## src/rtl/ov7670_mem_controller.sv

```systemverilog
// OV7670 capture front end: assembles RGB565 pixels from the camera byte stream
// and writes them to a linear frame buffer, reporting whether each frame was well formed.
module ov7670_mem_controller #(
    parameter int IMG_W = 320,
    parameter int IMG_H = 240
) (
    input  logic        pclk,
    input  logic        reset_n,
    input  logic        href,
    input  logic        vsync,
    input  logic [7:0]  data,
    output logic        we,
    output logic [16:0] wAddr,
    output logic [15:0] wData,
    output logic        frame_done,
    output logic        frame_ok
);

    localparam int XW = $clog2(IMG_W + 1);
    localparam int YW = $clog2(IMG_H + 1);
    localparam logic [XW-1:0] X_MAX = XW'(IMG_W);
    localparam logic [YW-1:0] Y_MAX = YW'(IMG_H);
    localparam logic [16:0]   W17   = 17'(IMG_W);

    typedef enum logic [1:0] {
        WAIT_VS,
        WAIT_START,
        ACTIVE
    } state_t;

    state_t         state_q, state_d;
    logic           href_s1_q, href_s1_d, vsync_s1_q, vsync_s1_d;
    logic [7:0]     data_s1_q, data_s1_d;
    logic           href_s2_q, href_s2_d, vsync_s2_q, vsync_s2_d;
    logic [XW-1:0]  x_q, x_d;
    logic [YW-1:0]  y_q, y_d;
    logic           phase_q, phase_d;
    logic [7:0]     hi_q, hi_d;
    logic           bad_q, bad_d;
    logic           we_q, we_d;
    logic [16:0]    waddr_q, waddr_d;
    logic [15:0]    wdata_q, wdata_d;
    logic           frame_done_q, frame_done_d;
    logic           frame_ok_q, frame_ok_d;

    logic           vs_rise, vs_fall, href_fall;
    logic [16:0]    pix_addr;

    // Edges come from the synchronised stage and its one-cycle-old copy.
    assign vs_rise   = vsync_s1_q & ~vsync_s2_q;
    assign vs_fall   = ~vsync_s1_q & vsync_s2_q;
    assign href_fall = ~href_s1_q & href_s2_q;
    assign pix_addr  = 17'(y_q) * W17 + 17'(x_q);

    always_comb begin
        state_d      = state_q;
        href_s1_d    = href;
        vsync_s1_d   = vsync;
        data_s1_d    = data;
        href_s2_d    = href_s1_q;
        vsync_s2_d   = vsync_s1_q;
        x_d          = x_q;
        y_d          = y_q;
        phase_d      = phase_q;
        hi_d         = hi_q;
        bad_d        = bad_q;
        we_d         = 1'b0;
        waddr_d      = waddr_q;
        wdata_d      = wdata_q;
        frame_done_d = 1'b0;
        frame_ok_d   = frame_ok_q;

        case (state_q)
            WAIT_VS: begin
                if (vsync_s1_q) state_d = WAIT_START;
            end
            WAIT_START: begin
                if (vs_fall) begin
                    state_d = ACTIVE;
                    x_d     = '0;
                    y_d     = '0;
                    phase_d = 1'b0;
                    bad_d   = 1'b0;
                end
            end
            ACTIVE: begin
                // A frame end in the same cycle as a byte drops that byte.
                if (vs_rise) begin
                    state_d      = WAIT_START;
                    frame_done_d = 1'b1;
                    frame_ok_d   = (y_q == Y_MAX) && !bad_q;
                end else if (href_s1_q) begin
                    if (!phase_q) begin
                        hi_d    = data_s1_q;
                        phase_d = 1'b1;
                    end else begin
                        phase_d = 1'b0;
                        if ((x_q < X_MAX) && (y_q < Y_MAX)) begin
                            we_d    = 1'b1;
                            waddr_d = pix_addr;
                            wdata_d = {hi_q, data_s1_q};
                        end else begin
                            bad_d = 1'b1;
                        end
                        if (x_q != X_MAX) x_d = x_q + XW'(1);
                    end
                end else if (href_fall) begin
                    if (phase_q || (x_q != X_MAX)) bad_d = 1'b1;
                    if (y_q != Y_MAX) y_d = y_q + YW'(1);
                    x_d     = '0;
                    phase_d = 1'b0;
                end
            end
            default: state_d = WAIT_VS;
        endcase
    end

    always_ff @(posedge pclk) begin
        if (!reset_n) begin
            state_q      <= WAIT_VS;
            href_s1_q    <= 1'b0;
            vsync_s1_q   <= 1'b0;
            data_s1_q    <= '0;
            href_s2_q    <= 1'b0;
            vsync_s2_q   <= 1'b0;
            x_q          <= '0;
            y_q          <= '0;
            phase_q      <= 1'b0;
            hi_q         <= '0;
            bad_q        <= 1'b0;
            we_q         <= 1'b0;
            waddr_q      <= '0;
            wdata_q      <= '0;
            frame_done_q <= 1'b0;
            frame_ok_q   <= 1'b0;
        end else begin
            state_q      <= state_d;
            href_s1_q    <= href_s1_d;
            vsync_s1_q   <= vsync_s1_d;
            data_s1_q    <= data_s1_d;
            href_s2_q    <= href_s2_d;
            vsync_s2_q   <= vsync_s2_d;
            x_q          <= x_d;
            y_q          <= y_d;
            phase_q      <= phase_d;
            hi_q         <= hi_d;
            bad_q        <= bad_d;
            we_q         <= we_d;
            waddr_q      <= waddr_d;
            wdata_q      <= wdata_d;
            frame_done_q <= frame_done_d;
            frame_ok_q   <= frame_ok_d;
        end
    end

    assign we         = we_q;
    assign wAddr      = waddr_q;
    assign wData      = wdata_q;
    assign frame_done = frame_done_q;
    assign frame_ok   = frame_ok_q;

endmodule

```

## config.mk

```make
export PLATFORM = sky130hd
export DESIGN_NAME = ov7670_mem_controller
export DESIGN_NICKNAME = d
export VERILOG_FILES = /design/src/rtl/ov7670_mem_controller.sv
export SDC_FILE = /design/constraint.sdc
export NUM_CORES = 1
export LEC_CHECK = 0
export CAP_MARGIN = 20
export CORE_MARGIN = 10
export CORE_UTILIZATION = 50
export CTS_CLUSTER_SIZE = 8
export DETAILED_ROUTE_END_ITERATION = 7
export GPL_ROUTABILITY_DRIVEN = 0
export PLACE_DENSITY = 0.74
export SLEW_MARGIN = 20
export SYNTH_ARGS = -nofsm -noshare
export SYNTH_HDL_FRONTEND = slang
export SYNTH_SLANG_ARGS = --single-unit
export TNS_END_PERCENT = 30
```

## constraint.sdc

```tcl
create_clock -name pclk -period 3.3 [get_ports pclk]
set_clock_uncertainty 0.05 [all_clocks]
set_input_delay 0.33 -clock pclk [delete_from_list [all_inputs] [get_ports pclk]]
set_output_delay 0.33 -clock pclk [all_outputs]
set_load 0.005 [all_outputs]
```

## Yosys cells after proc, flatten, opt, wreduce, memory -nomap -nowiden

Cells that the tools add are included.

- Register bits: 77
- Output and inout bits: 36
- Input port bits: 12

- Equal/unequal tests: 17
- Bitwise logic cells: 10
- $add $sub $neg: 3
- Magnitude comparators: 2
- Multiplexer cells: 32
- Reduce and logical (&&, ||, !) cells: 16
- Multipliers: 1

Operator list:

| operator | number |
|---|---|
| two-way mux 9 bit | 6 |
| two-way mux 8 bit | 5 |
| one-hot mux 9 bit (2 select lines) | 1 |
| adder 17 x 9 -> 17 bit | 1 |
| one-hot mux 8 bit (2 select lines) | 1 |
| != test 3 bit (second input constant) | 5 |
| != test 2 bit (second input constant) | 7 |
| two-way mux 1 bit | 13 |
| AND reduction 6 bit | 2 |
| multiplier 8 x 3 -> 11 bit (second input constant) | 1 |
| adder 9 x 1 -> 9 bit (second input constant) | 1 |
| less-than comparator 9 bit (second input constant) | 1 |
| != test 9 bit (second input constant) | 1 |
| adder 8 x 1 -> 8 bit (second input constant) | 1 |
| == test 8 bit (second input constant) | 1 |
| less-than comparator 8 bit (second input constant) | 1 |
| != test 8 bit (second input constant) | 1 |
| AND reduction 4 bit | 2 |
| inverter 1 bit | 7 |
| AND reduction 7 bit | 1 |
| two-way mux 2 bit | 3 |
| one-hot mux 2 bit (3 select lines) | 1 |
| AND reduction 5 bit | 1 |
| OR reduction 5 bit | 1 |
| 11 further kinds | 16 |

## Logic depth before layout (Yosys ltp)

Gate-level depths: netlist (run 1).

- Depth after elaboration: 7
- Gate-level depth with buffers: 8
- Mapped depth without buffers: 8

## Least setup slack after synthesis (run 1)

No wires, ideal clock.

- Kind: reg-to-reg
- Start: register y_q[3]
- End: register waddr_q[15] (netlist: wAddr[15])
- Buffers on the path: 0
- Arrival time: 2.512 ns
- Setup slack: 0.614 ns
- Stages on the path, launching flop included: 9
- Clock period less this slack: 2.686 ns
- Cells stage by stage: dfxtp_1 ha_1 ha_1 fa_1 a211oi_1 nor2_1 o311ai_0 and4_1 nor3_1

- Longest elaborated chain between the ends: 3

Ends and longest elaborated chain:

| element | line | text |
|---|---|---|
| from (decl) | 36 | `logic [YW-1:0] y_q, y_d;` |
| from (signal assigned) | 144 | `y_q <= y_d;` |
| parallel branches: the longest is 3 deep, another holds adder 17 x 9 -> 17 bit | -- |  |
| to (signal assigned) | 149 | `waddr_q <= waddr_d;` |
| to (decl) | 41 | `logic [16:0] waddr_q, waddr_d;` |

Several ways; the timed one is not identified.
A chain may end at the register's enable or synchronous reset.

## Worst setup path after layout (run 1)

Same ends and word-level chain as after synthesis.

==> results of run 1 <==
==> power by group through the flow <==
stage | registers [µW] | logic, µW | clock network (µW)
floorplan | 964 | 25.5 | 0
global placement | 965 | 46.4 | 0
detailed placement | 966 | 46.8 | 0
CTS | 944 | 47.1 | 766
global route | 945 | 51.3 | 806
finish | 944 | 46.6 | 749
==> final cells by class <==
cell class,count,area share
multi-input cells,297,0.4405
flip-flops and latches,77,0.3568
repair buffers,51,0.1158
clock buffers,9,0.02867
well taps,96,0.02780
clock inverters,7,0.01998
inverters,12,0.01043
==> worst max-delay path: cells and delay by family, from the launching register on <==
kind,cells,cell delay (ns)
and+or+nand+nor,3,0.44
DFF,1,0.45
adders and majority gates,3,0.95
AOI/OAI and AO/OA,2,0.97
==> state kept, by name (all words and copies together) (netlist names) <==
signal / flops
wAddr: 17
wData: 16
x_q: 9
data_s1_q: 8
hi_q: 8
y_q: 8
state_q: 2
bad_q: 1
frame_done: 1
frame_ok: 1
href_s1_q: 1
href_s2_q: 1
phase_q: 1
vsync_s1_q: 1
vsync_s2_q: 1
we: 1
==> logic make-up (layout without fill, tap and decap cells) <==
| logic type | count (synthesis) | after routing | share of synthesized area |
|---|---|---|---|
| DFF | 77 | 77 | 0.4335 |
| muxes | 10 | 10 | 0.02815 |
| and+or+nand+nor | 156 | 156 | 0.2118 |
| buffers and inverters | 29 | 79 | 0.03202 |
| AOI/OAI and AO/OA | 89 | 89 | 0.1647 |
| adders and majority gates | 21 | 21 | 0.07812 |
| xor gates and xnor gates | 21 | 21 | 0.05172 |
==> final timing paths <==
check             startpoint         to  slack [ns]  cells after the start
setup / recovery      y_q[3]  wAddr[15]        0.32                      8
hold / removal       hi_q[4]  wData[12]        0.41                      2
setup reg to reg      y_q[3]  wAddr[15]        0.32                      8
hold reg to reg      hi_q[4]  wData[12]        0.41                      2
==> layout by cell type (no fill, tap or decap), types with 2 or more instances in the layout <==
cell type,synthesis,routed
a2111oi_0,2,2
a211oi_1,8,8
a21oi_1,36,36
a31oi_1,3,3
and2_1,16,16
and4_1,4,4
buf_4,0,4
clkbuf_8,0,9
clkdlybuf4s50_1,0,47
dfxtp_1,77,77
fa_1,2,2
ha_1,19,19
inv_1,12,12
inv_6,0,3
inv_8,0,2
mux2i_1,10,10
nand2_1,58,58
nand2b_1,6,6
nand3_1,7,7
nor2_1,41,40
nor2b_1,4,4
nor3_1,3,3
nor3b_1,2,2
nor4_1,3,3
o2111ai_1,8,8
o211ai_1,4,4
o21ai_0,12,12
or2_2,3,3
xnor2_1,11,11
xor2_1,10,10
==> through the flow <==
stage | power, µW | util
2_1_floorplan | 989.4 | -
3_3_place_gp | 1012 | 0.5984
3_5_place_dp | 1013 | 0.5984
4_1_cts | 1757 | 0.6290
5_1_grt | 1802 | 0.6290
6_report | 1740 | 0.6290
==> layer usage <==
metal  track usage  vias to the layer above  share of wire
met3       0.05204                       11          0.054
met2        0.2466                       37           0.47
met4       0.04473                        0          0.011
met5             0                        -              0
li1              -                     1512              -
met1        0.1651                     1367           0.46
==> flow_metrics.py, run 1 <==
metrics = {
    "outcome": {
        "outcome": "complete, no violations",
    },
    "detailed_routing": {
        "antenna_left": 0,
        "vias": 2927,
        "drt-wirelength-per-cell_um": 14.23,
        "drc_errors": 0,
        "routed_wl_um": 7810,
        "drt-initial-drc-count": 107,
        "avgViaCountPerCell": 5.332,
        "drt-pass1-iter-count": 4,
    },
    "worst_setup_path": {
        "cp.arrival_ns": 3.17,
        "crit_type": "reg2reg",
        "critPathLaunchType": "flip-flop",
        "critPathSlowestCell": "o311ai_0",
        "critPathCaptureType": "flip-flop",
        "cp_data_required_time_ns": 3.49,
        "worstPathCellList": "ha_1, ha_1, fa_1, a211oi_1, nor2_1, o311ai_0, and4_1, nor3_1",
        "crit_fanout": 7,
        "cpMostUsedCell": "ha_1",
        "cpPeakStageDelay_ns": 0.51,
    },
    "cells_and_area": {
        "fill_cells": 602,
        "multiInputGateArea_um2": 1903,
        "diodes": 0,
        "finalNetCount": 481,
        "design_area_um2": 4320,
        "ff_latch_area_um2": 1541,
        "syn2layout_area_growth_pct": 21.50,
        "final_cells": 549,
        "drive_gt1_frac": 0.06843,
    },
    "logic_synthesis": {
        "synth_area_leaders": "dfxtp_1 43%, ha_1 6.7%, nand2_1 6.1%, a21oi_1 5.1%, nor2_1 4.3%",
        "ys.flop_type": "dfxtp_1",
        "synth_edf_count": 0,
        "synth_most_common_cell": "dfxtp_1",
        "yosysSeqAreaShare": 0.4335,
        "yosysWarnings": 0,
        "async_flop_share": 0,
        "synth_top_area_share": 0.4335,
        "syn-num-nets": 436,
        "syn_avg_cell_area_um2": 8.824,
        "synth_cell_types": 54,
        "synth_cells": 403,
        "yosysTopAreaCell": "dfxtp_1",
        "ys_top_cells_by_count": "77 x dfxtp_1, 58 x nand2_1, 41 x nor2_1",
        "synth_area_um2": 3556,
        "ys_ff_latch": 77,
    },
    "placed_design": {
        "pre_cts_ws_ns": 0.3491,
        "dp.final_hpwl_um": 5662,
        "dp_cells": 533,
        "placed_area_um2": 4110,
        "io_buffers": 47,
    },
    "job": {
        "drv_cap": 0,
    },
    "power": {
        "vdd_ir_drop_max_mv": 0.3185,
        "p_switching_uw": 412.3,
        "p_clk_frac": 0.431,
        "p_leak_uw": 0.001627,
        "seqPwrFrac": 0.543,
        "p_sw_frac": 0.2370,
        "comb_power_share": 0.027,
        "powerDensity_nw_per_um2": 402.7,
        "p_int_uw": 1327,
    },
    "timing": {
        "worst_pin_slew_ns": 0.6677,
        "final.setup.worst_slack_ns": 0.3219,
        "setup_viol": 0,
        "max_freq_mhz": 335.8,
        "maxSlewHeadroom": 0.5544,
        "rsz0062_at_grt": "false",
        "post-route-period-util": 0.9025,
        "holdWs_ns": 0.4078,
        "hold_viol_final": 0,
        "tns_ns": 0,
        "slew_viol_final": 0,
        "fin_crit_ns": 2.978,
    },
    "grt": {
        "grt_max_degree": 36,
        "overflow": 0,
        "grt_pass1_wl_um": 13700,
        "grtUsageTotal": 0.1451,
        "first_global_vias": 3017,
        "grt_antenna_before_repair": 0,
    },
    "clock_network": {
        "holdBufCountCts": 0,
        "clock-sinks": 77,
        "insertion_delay_ns": 0.35,
        "cts_resized": 0,
        "path_clk_slew_ns": 0.09,
        "h-tree-depth": 3,
        "cts_root_buf": "clkbuf_8",
        "cts_setup_buffers": 0,
        "cts_tree": "built",
        "numCtsBuffers": 9,
        "clk_path_buf_depth": 2,
    },
    "min_path": {
        "min_path_type": "reg2reg",
    },
    "floorplan": {
        "fp-row-count": 30,
        "start_util": 0.5177,
        "die_y_um": 104.3,
        "ios": 48,
        "core_area_um2": 6869,
        "die_w_um": 104.3,
        "dieArea_um2": 10880,
    },
}
Note: power is estimated with default switching activity, not from simulation.
==> run 2, diff against run 1 <==
--- a/config.mk
+++ b/config.mk
@@ -6,7 +6,7 @@
 export NUM_CORES = 1
 export LEC_CHECK = 0
 export CAP_MARGIN = 20
-export CORE_MARGIN = 10
+export CORE_MARGIN = 1.5
 export CORE_UTILIZATION = 50
 export CTS_CLUSTER_SIZE = 8
 export DETAILED_ROUTE_END_ITERATION = 7
==> constraint.sdc (replaced) <==
create_clock -name pclk -period 3.8 [get_ports pclk]
set_clock_uncertainty 0.05 [all_clocks]
set_input_delay 0.38 -clock pclk [delete_from_list [all_inputs] [get_ports pclk]]
set_output_delay 0.38 -clock pclk [all_outputs]
set_load 0.005 [all_outputs]
==> flow_metrics.py, run 2 (same netlist as run 1, synthesis figures left out) <==
metrics = {
    "grt": {
        "grtUsageTotal": 0.2090,
        "grt_pass1_wl_um": 12430,
        "first_global_vias": 2797,
        "overflow": 0,
        "grt_max_degree": 41,
        "grt_antenna_before_repair": 0,
    },
    "timing": {
        "post-route-period-util": 0.7851,
        "maxSlewHeadroom": 0.5786,
        "max_freq_mhz": 335.2,
        "hold_viol_final": 0,
        "slew_viol_final": 0,
        "worst_pin_slew_ns": 0.6303,
        "tns_ns": 0,
        "holdWs_ns": 0.4020,
        "setup_viol": 0,
        "rsz0062_at_grt": "false",
        "fin_crit_ns": 2.983,
    },
    "floorplan": {
        "fp-row-count": 30,
        "die_y_um": 87.33,
        "dieArea_um2": 7627,
        "start_util": 0.5205,
        "die_w_um": 87.33,
        "core_area_um2": 6832,
        "ios": 48,
    },
    "clock_network": {
        "path_clk_slew_ns": 0.08,
        "clk_path_buf_depth": 2,
        "insertion_delay_ns": 0.35,
        "numCtsBuffers": 9,
        "cts_root_buf": "clkbuf_8",
        "holdBufCountCts": 0,
        "clock-sinks": 77,
        "cts_setup_buffers": 0,
        "cts_tree": "built",
        "cts_resized": 0,
        "h-tree-depth": 3,
    },
    "worst_setup_path": {
        "cpPeakStageDelay_ns": 0.49,
        "critPathSlowestCell": "o311ai_0",
        "cp.arrival_ns": 3.17,
        "worstPathCellList": "ha_1, ha_1, fa_1, a211oi_1, nor2_1, o311ai_0, and4_1, nor3_1",
        "critPathCaptureType": "flip-flop",
        "critPathLaunchType": "flip-flop",
        "path_buf_inv": 0,
        "cpMostUsedCell": "ha_1",
        "crit_fanout": 7,
        "crit_start": "y_q[3]",
        "cp_data_required_time_ns": 3.99,
        "crit_type": "reg2reg",
        "r2r-start": "y_q[3]",
        "crit_family": "adder cells",
    },
    "placed_design": {
        "dp.final_hpwl_um": 5180,
        "io_buffers": 47,
    },
    "detailed_routing": {
        "avgViaCountPerCell": 5.387,
        "drc_errors": 0,
        "drt-wirelength-per-cell_um": 13.53,
        "drt-initial-drc-count": 130,
        "antenna_left": 0,
        "routed_wl_um": 7415,
        "drt-pass1-iter-count": 4,
        "vias": 2952,
    },
    "cells_and_area": {
        "final_cell_mix": "77 x dfxtp_1, 58 x nand2_1, 47 x clkdlybuf4s50_1",
        "fin_util": 0.6271,
        "syn2layout_area_growth_pct": 20.48,
        "finalNetCount": 480,
        "drive_gt1_frac": 0.06637,
        "diodes": 0,
        "final_common_cell": "dfxtp_1",
        "fill_cells": 621,
        "largest_reg_flops": 17,
    },
    "power": {
        "vdd_ir_drop_max_mv": 0.2072,
        "powerDensity_nw_per_um2": 333.6,
        "p_leak_uw": 0.001605,
    },
    "min_path": {
        "min_path_type": "reg2reg",
        "min_from": "data_s1_q[7]",
    },
    "outcome": {
        "outcome": "complete, no violations",
    },
    "job": {
        "drv_cap": 0,
    },
}
run 2: changes by cell type in the layout (fill, tap and decap cells not counted):
cell / delta
inv_8: -1
clkinvlp_4: +1
clkinv_2: +1
buf_4: -1
bufinv_16: -1
run 2: final cells by class:
| class | count | area (µm²) | area share |
|---|---|---|---|
| sequential | 77 | 1541 | 0.3598 |
| inverter | 12 | 45.04 | 0.01051 |
| tap | 96 | 120.1 | 0.02804 |
| clock inverter | 7 | 57.56 | 0.01343 |
| clock buffer | 9 | 123.9 | 0.02891 |
| timing repair buffer | 50 | 493.0 | 0.1151 |
| multi-input combinational | 297 | 1903 | 0.4442 |
run 2: final timing paths:
| check | end | slack (ns) | cells after the start |
|---|---|---|---|
| worst min-delay path | wData[7] | 0.40 | 2 |
| worst max register to register | wAddr[15] | 0.82 | 8 |
| worst max-delay path | wAddr[15] | 0.82 | 8 |
| worst min register to register | wData[7] | 0.40 | 2 |
run 2: where the power goes:
| part | total [µW] | switching, µW | leakage (µW) | internal (µW) |
|---|---|---|---|---|
| clock | 570 | 323 | 0.0000886 | 247 |
| sequential | 819 | 5.43 | 0.000623 | 814 |
| combinational | 39.9 | 20.6 | 0.000893 | 19.3 |
run 2: stage by stage:
step | setup slack, ns | cells | total power, µW | cell area (µm²)
after floorplan | 1.114 | 403 | 859.3 | 3556
after global placement | 0.9725 | 532 | 878.3 | 4103
after detailed placement | 0.8404 | 532 | 878.8 | 4103
after CTS | 0.8235 | 548 | 1447 | 4284
after global routing | 0.5709 | 548 | 1483 | 4284
final | 0.8167 | 548 | 1429 | 4284
run 2: layer usage:
metal,GRT usage,share of wire,routed length (µm)
met1,0.2596,0.46,3439
met2,0.3441,0.48,3535
met3,0.06256,0.044,323
met4,0.07215,0.016,116
met5,0,0,0
run 2: worst reg2reg max path, delay by kind of cell, from the launching register on:
family | cells | cell delay, ns
adders and majority gates | 3 | 0.97
DFF | 1 | 0.46
AOI/OAI and AO/OA | 2 | 0.95
and+or+nand+nor | 3 | 0.44
==> run 3, diff against run 2 <==
==> constraint.sdc (replaced) <==
create_clock -name pclk -period 3 [get_ports pclk]
set_clock_uncertainty 0.05 [all_clocks]
set_input_delay 0.3 -clock pclk [delete_from_list [all_inputs] [get_ports pclk]]
set_output_delay 0.3 -clock pclk [all_outputs]
set_load 0.005 [all_outputs]
==> flow_metrics.py, run 3 (same netlist as run 1, synthesis figures left out) <==
metrics = {
    "clock_network": {
        "path_clk_slew_ns": 0.09,
        "h-tree-depth": 3,
        "cts_root_buf": "clkbuf_8",
        "cts_tree": "built",
        "clk_path_buf_depth": 2,
        "insertion_delay_ns": 0.35,
        "holdBufCountCts": 0,
        "cts_setup_buffers": 0,
        "clock-sinks": 77,
        "numCtsBuffers": 9,
    },
    "placed_design": {
        "dp.final_hpwl_um": 5207,
        "io_buffers": 47,
    },
    "cells_and_area": {
        "largest_reg_flops": 17,
        "finalNetCount": 481,
        "final_cell_mix": "77 x dfxtp_1, 58 x nand2_1, 47 x clkdlybuf4s50_1",
        "syn2layout_area_growth_pct": 20.97,
        "fill_cells": 607,
        "fin_util": 0.6297,
        "ff_latch_area_um2": 1541,
        "multiInputGateArea_um2": 1916,
        "drive_gt1_frac": 0.07285,
        "diodes": 0,
        "final_common_cell": "dfxtp_1",
    },
    "floorplan": {
        "die_y_um": 87.33,
        "dieArea_um2": 7627,
        "fp-row-count": 30,
        "ios": 48,
        "die_w_um": 87.33,
        "core_area_um2": 6832,
        "start_util": 0.5205,
    },
    "power": {
        "p_int_uw": 1366,
        "powerDensity_nw_per_um2": 420.9,
        "p_clk_frac": 0.398,
        "power_uw": 1810,
        "seqPwrFrac": 0.573,
        "p_sw_frac": 0.2456,
        "p_switching_uw": 444.6,
        "vdd_ir_drop_max_mv": 0.3298,
        "comb_power_share": 0.028,
        "p_leak_uw": 0.001609,
    },
    "timing": {
        "fin_crit_ns": 2.778,
        "maxSlewHeadroom": 0.5551,
        "max_freq_mhz": 360.0,
        "rsz0062_at_grt": "false",
        "post-route-period-util": 0.9258,
        "setup_viol": 0,
        "hold_viol_final": 0,
        "tns_ns": 0,
        "holdWs_ns": 0.4040,
        "slew_viol_final": 0,
        "worst_pin_slew_ns": 0.6655,
    },
    "worst_setup_path": {
        "cp.arrival_ns": 3.01,
        "r2r-start": "y_q[3]",
        "critPathCaptureType": "flip-flop",
        "crit_fanout": 7,
        "rrSetupSlack_ns": 0.22,
        "crit_type": "reg2reg",
        "crit_start": "y_q[3]",
        "critPathLaunchType": "flip-flop",
        "cp_data_required_time_ns": 3.23,
    },
    "detailed_routing": {
        "antenna_left": 0,
        "avgViaCountPerCell": 5.359,
        "routed_wl_um": 7487,
        "drc_errors": 0,
        "drt-initial-drc-count": 113,
        "drt-wirelength-per-cell_um": 13.64,
        "vias": 2942,
        "drt-pass1-iter-count": 4,
    },
    "grt": {
        "overflow": 0,
        "grt_pass1_wl_um": 12500,
        "grt_max_degree": 41,
        "first_global_vias": 2785,
        "grtUsageTotal": 0.2074,
        "grt_antenna_before_repair": 0,
    },
    "min_path": {
        "min_path_type": "reg2reg",
        "min_from": "wData[9]",
    },
    "job": {
        "drv_cap": 0,
    },
    "outcome": {
        "outcome": "complete, no violations",
    },
}
==> run 3: final timing paths <==
kind | endpoint | cells past startpoint
worst max-delay path | wAddr[15] | 9
worst min-delay path | wData[9] | 2
worst max register to register | wAddr[15] | 9
worst min register to register | wData[9] | 2
==> run 3: per-layer routing <==
| layer | track usage | share of wire | vias to the layer above |
|---|---|---|---|
| met1 | 0.2673 | 0.48 | 1388 |
| met2 | 0.3420 | 0.48 | 46 |
| met4 | 0.05339 | 0.0073 | 0 |
| met3 | 0.05782 | 0.034 | 4 |
| met5 | 0 | 0 | - |
| li1 | - | - | 1504 |
==> run 3: critical path, cell delays in order, from the launching register on <==
cell	delay, ns
dfxtp_1	0.45
ha_1	0.28
ha_1	0.24
fa_1	0.45
a211oi_1	0.34
buf_4	0.18
o22ai_1	0.13
nor4_2	0.27
a211oi_1	0.11
nor3_1	0.20
==> run 3: final cells by class <==
class                           instances  area share
Clock buffer                            9     0.02880
Inverter                               12     0.01047
Clock inverter                          7     0.01280
Multi-Input combinational cell        297      0.4453
Timing Repair Buffer                   51      0.1163
Tap cell                               96     0.02792
Sequential cell                        77      0.3583
==> run 3: power groups by stage <==
| stage | combinational (µW) | sequential [µW] | clock, µW |
|---|---|---|---|
| floorplan | 28.0 | 1060 | 0 |
| global placement | 50.8 | 1060 | 0 |
| detailed placement | 51.0 | 1060 | 0 |
| CTS | 51.5 | 1040 | 738 |
| global route | 56.4 | 1040 | 776 |
| finish | 51.1 | 1040 | 721 |
==> run 3: timing repair <==
| item | CTS | global route |
|---|---|---|
| endpoints found under the setup margin | 0 | 3 |
| hold endpoints to repair | 0 | 0 |
| gates resized for setup | 0 | 3 |
==> run 3: per-stage QoR <==
stage / cells / setup slack [ns] / instance area, µm²
CTS: 549 / 0.1650 / 4289
floorplan: 403 / 0.3143 / 3556
global placement: 533 / 0.2627 / 4110
detailed placement: 533 / 0.2002 / 4110
global route: 549 / 0.002450 / 4302
finish: 549 / 0.2225 / 4302
